## src/rtl/uart_receiver.sv

```systemverilog
// -----------------------------------------------------------------------------
// uart_receiver
//   Serial-to-parallel UART receiver. Default frame is 8N1 (8 data bits, LSB
//   first, one stop bit). Bit timing is generated locally from i_clk and every
//   bit is sampled at its middle. A good byte is delivered with a one-cycle
//   o_rx_valid pulse; a low stop bit gives a one-cycle o_frame_err pulse.
//
// Configuration macro:
//   UART_RX_PARITY_EN  defined   -> 8E1 frame, PARITY state inserted after the
//                                   data bits, o_parity_err reports mismatch
//                      undefined -> 8N1 frame, PARITY state unreachable,
//                                   o_parity_err tied low
//
// Parameters:
//   BIT_CYCLES    clk cycles per bit period (even, >= 4)
//
// Ports:
//   i_clk         system clock
//   i_reset       asynchronous reset, active-high
//   i_rx          serial line, idle high, asynchronous to i_clk
//   o_rx_data     last correctly framed byte (held until the next good frame)
//   o_rx_valid    one-cycle pulse: o_rx_data updated this cycle
//   o_frame_err   one-cycle pulse: stop bit sampled low
//   o_parity_err  one-cycle pulse alongside o_rx_valid on parity mismatch
//   o_busy        high while the receiver is not idle
// -----------------------------------------------------------------------------
`default_nettype none

module uart_receiver #(
  parameter int unsigned BIT_CYCLES = 160
) (
  input  logic       i_clk,
  input  logic       i_reset,
  input  logic       i_rx,
  output logic [7:0] o_rx_data,
  output logic       o_rx_valid,
  output logic       o_frame_err,
  output logic       o_parity_err,
  output logic       o_busy
);

  localparam int unsigned DATA_BITS   = 8;
  localparam int unsigned HALF_CYCLES = BIT_CYCLES / 2;
  localparam int unsigned CNT_W       = $clog2(BIT_CYCLES);
  localparam int unsigned IDX_W       = $clog2(DATA_BITS);

  localparam logic [CNT_W-1:0] CNT_BIT_END  = CNT_W'(BIT_CYCLES - 1);
  localparam logic [CNT_W-1:0] CNT_HALF_END = CNT_W'(HALF_CYCLES - 1);
  localparam logic [IDX_W-1:0] IDX_LAST     = IDX_W'(DATA_BITS - 1);

  typedef enum logic [2:0] {
    ST_IDLE    = 3'd0,
    ST_START   = 3'd1,
    ST_DATA    = 3'd2,
    ST_PARITY  = 3'd3,
    ST_STOP    = 3'd4,
    ST_WAIT_HI = 3'd5
  } state_t;

  // State entered after the last data bit has been shifted in.
`ifdef UART_RX_PARITY_EN
  localparam state_t ST_AFTER_DATA = ST_PARITY;
`else
  localparam state_t ST_AFTER_DATA = ST_STOP;
`endif

  // ---------------------------------------------------------------------------
  // Registers
  // ---------------------------------------------------------------------------
  logic                 r_sync1;
  logic                 r_sync2;
  state_t               r_state;
  logic [CNT_W-1:0]     r_cnt;
  logic [IDX_W-1:0]     r_bit_idx;
  logic [DATA_BITS-1:0] r_shift;
  logic [DATA_BITS-1:0] r_rx_data;
  logic                 r_rx_valid;
  logic                 r_frame_err;
  logic                 r_parity_err;
  logic                 r_busy;
`ifdef UART_RX_PARITY_EN
  logic                 r_parity_bit;
`endif

  // ---------------------------------------------------------------------------
  // Combinational nets
  // ---------------------------------------------------------------------------
  logic                 w_s_rx;
  logic                 w_cnt_half_end;
  logic                 w_cnt_bit_end;
  state_t               w_state_nxt;
  logic [CNT_W-1:0]     w_cnt_nxt;
  logic [IDX_W-1:0]     w_idx_nxt;
  logic [DATA_BITS-1:0] w_shift_nxt;
  logic                 w_rx_valid_nxt;
  logic                 w_frame_err_nxt;
  logic                 w_parity_err_nxt;
  logic                 w_busy_nxt;
  logic                 w_parity_mismatch;
`ifdef UART_RX_PARITY_EN
  logic                 w_parity_bit_nxt;
`endif

  // Two-flop synchronizer; resets to the idle (high) line level so that
  // releasing reset never looks like a start edge.
  always_ff @(posedge i_clk or posedge i_reset) begin
    if (i_reset) begin
      r_sync1 <= 1'b1;
      r_sync2 <= 1'b1;
    end else begin
      r_sync1 <= i_rx;
      r_sync2 <= r_sync1;
    end
  end

  assign w_s_rx         = r_sync2;
  assign w_cnt_half_end = (r_cnt == CNT_HALF_END);
  assign w_cnt_bit_end  = (r_cnt == CNT_BIT_END);

  // ---------------------------------------------------------------------------
  // FSM: state register
  // ---------------------------------------------------------------------------
  always_ff @(posedge i_clk or posedge i_reset) begin
    if (i_reset) begin
      r_state <= ST_IDLE;
    end else begin
      r_state <= w_state_nxt;
    end
  end

  // ---------------------------------------------------------------------------
  // FSM: next-state logic
  // ---------------------------------------------------------------------------
  always_comb begin
    w_state_nxt = r_state;
    case (r_state)
      ST_IDLE: begin
        if (!w_s_rx) w_state_nxt = ST_START;
      end
      // Half a bit after the falling edge: still low means a real start bit,
      // high means a glitch and we silently go back to idle.
      ST_START: begin
        if (w_cnt_half_end) w_state_nxt = w_s_rx ? ST_IDLE : ST_DATA;
      end
      ST_DATA: begin
        if (w_cnt_bit_end && (r_bit_idx == IDX_LAST)) w_state_nxt = ST_AFTER_DATA;
      end
      ST_PARITY: begin
        if (w_cnt_bit_end) w_state_nxt = ST_STOP;
      end
      // Leaving at mid-stop-bit lets a back-to-back start edge be caught.
      ST_STOP: begin
        if (w_cnt_bit_end) w_state_nxt = w_s_rx ? ST_IDLE : ST_WAIT_HI;
      end
      // Break / stuck-low line: wait for it to return high before rearming.
      ST_WAIT_HI: begin
        if (w_s_rx) w_state_nxt = ST_IDLE;
      end
      default: w_state_nxt = ST_IDLE;
    endcase
  end

  // ---------------------------------------------------------------------------
  // FSM: output logic (values registered below)
  // ---------------------------------------------------------------------------
`ifdef UART_RX_PARITY_EN
  assign w_parity_mismatch = (^r_shift) ^ r_parity_bit;
`else
  assign w_parity_mismatch = 1'b0;
`endif

  always_comb begin
    w_rx_valid_nxt   = 1'b0;
    w_frame_err_nxt  = 1'b0;
    w_parity_err_nxt = 1'b0;
    w_busy_nxt       = (w_state_nxt != ST_IDLE);
    if ((r_state == ST_STOP) && w_cnt_bit_end) begin
      if (w_s_rx) begin
        w_rx_valid_nxt   = 1'b1;
        w_parity_err_nxt = w_parity_mismatch;
      end else begin
        w_frame_err_nxt  = 1'b1;
      end
    end
  end

  // ---------------------------------------------------------------------------
  // Datapath: bit-period counter, bit index and shift register
  // ---------------------------------------------------------------------------
  always_comb begin
    w_cnt_nxt   = '0;
    w_idx_nxt   = r_bit_idx;
    w_shift_nxt = r_shift;
    case (r_state)
      ST_START: begin
        if (!w_cnt_half_end) begin
          w_cnt_nxt = r_cnt + CNT_W'(1);
        end else begin
          w_idx_nxt = '0;
        end
      end
      ST_DATA: begin
        if (!w_cnt_bit_end) begin
          w_cnt_nxt = r_cnt + CNT_W'(1);
        end else begin
          // LSB arrives first, so shift in from the top.
          w_shift_nxt = {w_s_rx, r_shift[DATA_BITS-1:1]};
          w_idx_nxt   = (r_bit_idx == IDX_LAST) ? '0 : r_bit_idx + IDX_W'(1);
        end
      end
      ST_PARITY, ST_STOP: begin
        if (!w_cnt_bit_end) w_cnt_nxt = r_cnt + CNT_W'(1);
      end
      default: begin
        w_cnt_nxt = '0;
      end
    endcase
  end

`ifdef UART_RX_PARITY_EN
  assign w_parity_bit_nxt = ((r_state == ST_PARITY) && w_cnt_bit_end) ? w_s_rx : r_parity_bit;
`endif

  // Datapath and output registers.
  always_ff @(posedge i_clk or posedge i_reset) begin
    if (i_reset) begin
      r_cnt        <= '0;
      r_bit_idx    <= '0;
      r_shift      <= '0;
      r_rx_data    <= '0;
      r_rx_valid   <= 1'b0;
      r_frame_err  <= 1'b0;
      r_parity_err <= 1'b0;
      r_busy       <= 1'b0;
    end else begin
      r_cnt        <= w_cnt_nxt;
      r_bit_idx    <= w_idx_nxt;
      r_shift      <= w_shift_nxt;
      r_rx_valid   <= w_rx_valid_nxt;
      r_frame_err  <= w_frame_err_nxt;
      r_parity_err <= w_parity_err_nxt;
      r_busy       <= w_busy_nxt;
      if (w_rx_valid_nxt) r_rx_data <= r_shift;
    end
  end

`ifdef UART_RX_PARITY_EN
  always_ff @(posedge i_clk or posedge i_reset) begin
    if (i_reset) begin
      r_parity_bit <= 1'b0;
    end else begin
      r_parity_bit <= w_parity_bit_nxt;
    end
  end
`endif

  assign o_rx_data    = r_rx_data;
  assign o_rx_valid   = r_rx_valid;
  assign o_frame_err  = r_frame_err;
  assign o_parity_err = r_parity_err;
  assign o_busy       = r_busy;

endmodule

`default_nettype wire

```

## config.mk

```make
export PLATFORM = sky130hd
export DESIGN_NAME = uart_receiver
export DESIGN_NICKNAME = d
export VERILOG_FILES = /design/src/rtl/uart_receiver.sv
export SDC_FILE = /design/constraint.sdc
export NUM_CORES = 1
export LEC_CHECK = 0
export CORE_MARGIN = 2
export CORE_UTILIZATION = 55
export CTS_BUF_LIST = sky130_fd_sc_hd__clkbuf_8
export CTS_CLUSTER_SIZE = 12
export DETAILED_ROUTE_END_ITERATION = 12
export GPL_TIMING_DRIVEN = 0
export PLACE_DENSITY = 0.77
export SYNTH_ARGS = -nofsm -noshare
export SYNTH_HDL_FRONTEND = slang
export SYNTH_SLANG_ARGS = --single-unit
```

## constraint.sdc

```tcl
create_clock -name i_clk -period 3.4 [get_ports i_clk]
set_clock_uncertainty 0.15 [all_clocks]
set_input_delay 0.68 -clock i_clk [delete_from_list [all_inputs] [get_ports i_clk]]
set_output_delay 0.68 -clock i_clk [all_outputs]
set_load 0.05 [all_outputs]
```

==> qor.csv <==
metric;value;unit
holdCritPathClass;reg2reg;
dp_slack;1.041;ns
cp_slowest_cell;clkdlybuf4s50_1;
cp.required;2.57;ns
grt_max_degree;36;
cts_buffers;5;
worstSetupEndpointType;output port;
rsz0062_at_grt;no;
swShare;0.2010;
nNetsFinal;158;
grt_util_all_layers;0.1937;
yosysUniqueCellTypes;37;
vias_per_cell;5.745;
syn_area;1578;sq um
maxCapViolations;0;
area_delta_synth_final;18.79;%
dieHeight;57.56;um
drtIter0Drc;33;
gr-usage-met3;0.06803;
ant_nets;0;
fp.coreArea;2734;sq um
row_count;19;
synth_warnings;0;
antenna_found_initial;0;
power.total;759.0;uW
die_w;57.56;um
p_int;606.4;uW
grt_overflow;0;
grt_pass1_vias;1115;
maxSlewHeadroom;0.5388;
cp_max_fo;2;
hold_viol;0;
ys_top_cells_by_area;dfrtp_1, mux2_2, dfstp_2;
finalNonFillerCells;184;
drive_gt1_frac;0.2353;
holdBufCountCts;0;
p_per_area;404.9;nW/um^2
post-route-period-util;0.6673;
critPathLaunchType;register;
place_inst;175;
slowest_delay;0.81;ns
root_buffer;clkbuf_8;
crit_arrival;1.44;ns
vias;1057;
clkTransAtPathRegs;0.06;ns
seqPwrFrac;0.553;
drt-pass1-iter-count;4;
drv_slew;0;
h-tree-depth;2;
combinationalPowerShare;0.023;
finalCoreUtilization;0.6856;
gp_congestion;0.8120;
grt_pass1_wl;4843;um
synth_edf_count;0;
met1_usage;0.2364;
wl_per_cell;14.77;um
synth_common_cells;dfrtp_1, mux2_2, nand2_1, nor3_1, nor2_1;
finalSetupViolCount;0;
cp_num_buf_inv;1;
top_usage_layer;met2;
synthCells;131;
path_delay_family;buffers and inverters;
synthArstFlopShare;1.000;
dieArea;3313;sq um
insertion_delay;0.29;ns
diodes;0;
irDropWorstVdd;0.3645;mV
synth_top_cell_by_area;dfrtp_1;
synth_top_area_share;0.5234;
period_needed;2.269;ns
p_leak;0.8609;nW
synth-seq-area-share;0.5567;
hpwl;1911;um
max_freq;440.7;MHz
clkPwrFrac;0.424;
worst-setup-path-type;reg2out;
initial_utilization;0.5771;
switching_power;152.6;uW
grtUsageMet2;0.3231;
route.detailed.drc;0;
cts_tree;done;
port_buffers;13;
cp_cell_sequence;clkdlybuf4s50_1;
synthFlopType;dfrtp_1;
clock-sinks;35;
placed_area;1747;sq um
boundaryPins;15;
cts-resized-gates;0;
syn_avg_cell_area;12.04;sq um
wl;2718;um
syn_nets;137;
yosys_register_bits;35;
clock_path_buffers;2;
final_area;1874;sq um
layout_setup_ws;1.131;ns
outcome;finished, final reports clean;
fillers;206;
fin_hold_ws;0.2115;ns
setup_tns;0;ns
tightest_slew;0.6876;ns
post_cts_buffers;0;
yosysMostFrequentCell;dfrtp_1;
## placed cells by master (no fill, tap or decap), types with 3 or more instances in the layout
cell type / instances
ha_1: 3
xor2_1: 3
nand3_1: 4
a21oi_1: 4
nand2_1: 10
mux2_2: 16
xnor2_1: 3
o31ai_1: 3
nor2_1: 6
nor3_1: 9
inv_1: 4
dfrtp_1: 33
o21ai_0: 5
clkbuf_8: 7
clkdlybuf4s50_1: 13
## routing by layer
layer,up-vias,wire [um],part of all wire
met5,-,0,0
met4,0,36,0.013
met3,5,76,0.028
met2,12,1405,0.52
met1,526,1200,0.44
li1,514,-,-
## power groups by stage
stage,registers [mW],clock network (mW),logic (mW)
2_1_floorplan,0.427,0,0.00946
3_3_place_gp,0.428,0,0.0134
3_5_place_dp,0.428,0,0.0138
4_1_cts,0.420,0.329,0.0138
5_1_grt,0.420,0.348,0.0194
6_report,0.420,0.322,0.0171
## final cells by class
class                      instances  area [sq um]  area share
inverter                           4         15.01    0.008011
sequential                        35         878.3      0.4686
multi-input combinational         88         663.1      0.3538
clock inverter                     1         3.754    0.002003
buffer                             4         21.27     0.01135
clock buffer                       7         96.34     0.05140
tap                               31         38.79     0.02069
timing repair buffer              14         157.7     0.08411
## state kept, by name (all words and copies together) (netlist names)
name,cells
o_rx_data,8
r_cnt,8
r_shift,8
r_bit_idx,3
r_state,3
o_busy,1
o_frame_err,1
o_rx_valid,1
r_sync1,1
r_sync2,1
## worst paths after layout
check                                              start                  endpoint  slack, ns  depth (start not counted)
worst max-delay path            o_rx_data[6]$_DFFE_PP0P_              o_rx_data[6]       1.13                          1
worst min-delay path                   r_sync1$_DFF_PP1_         r_sync2$_DFF_PP1_       0.21                          0
worst max register to register        r_cnt[0]$_DFF_PP0_  o_rx_data[1]$_DFFE_PP0P_       1.43                          5
worst min register to register         r_sync1$_DFF_PP1_         r_sync2$_DFF_PP1_       0.21                          0
max in group asynchronous                        i_reset         r_sync1$_DFF_PP1_       1.95                          3
min in group asynchronous                        i_reset  r_bit_idx[1]$_DFFE_PP0P_       0.60                          2
## cell families after synthesis
group	after synthesis	share of synthesized area
AO/OA/AOI/OAI	19	0.07931
XOR/XNOR	6	0.03331
adder cells (fa/ha/maj)	3	0.02379
buffers and inverters	8	0.02299
flip-flops	35	0.5567
multiplexers	16	0.1142
other	1	0.002377
AND/OR/NAND/NOR	43	0.1673
Power figures use the tool's default switching activity.
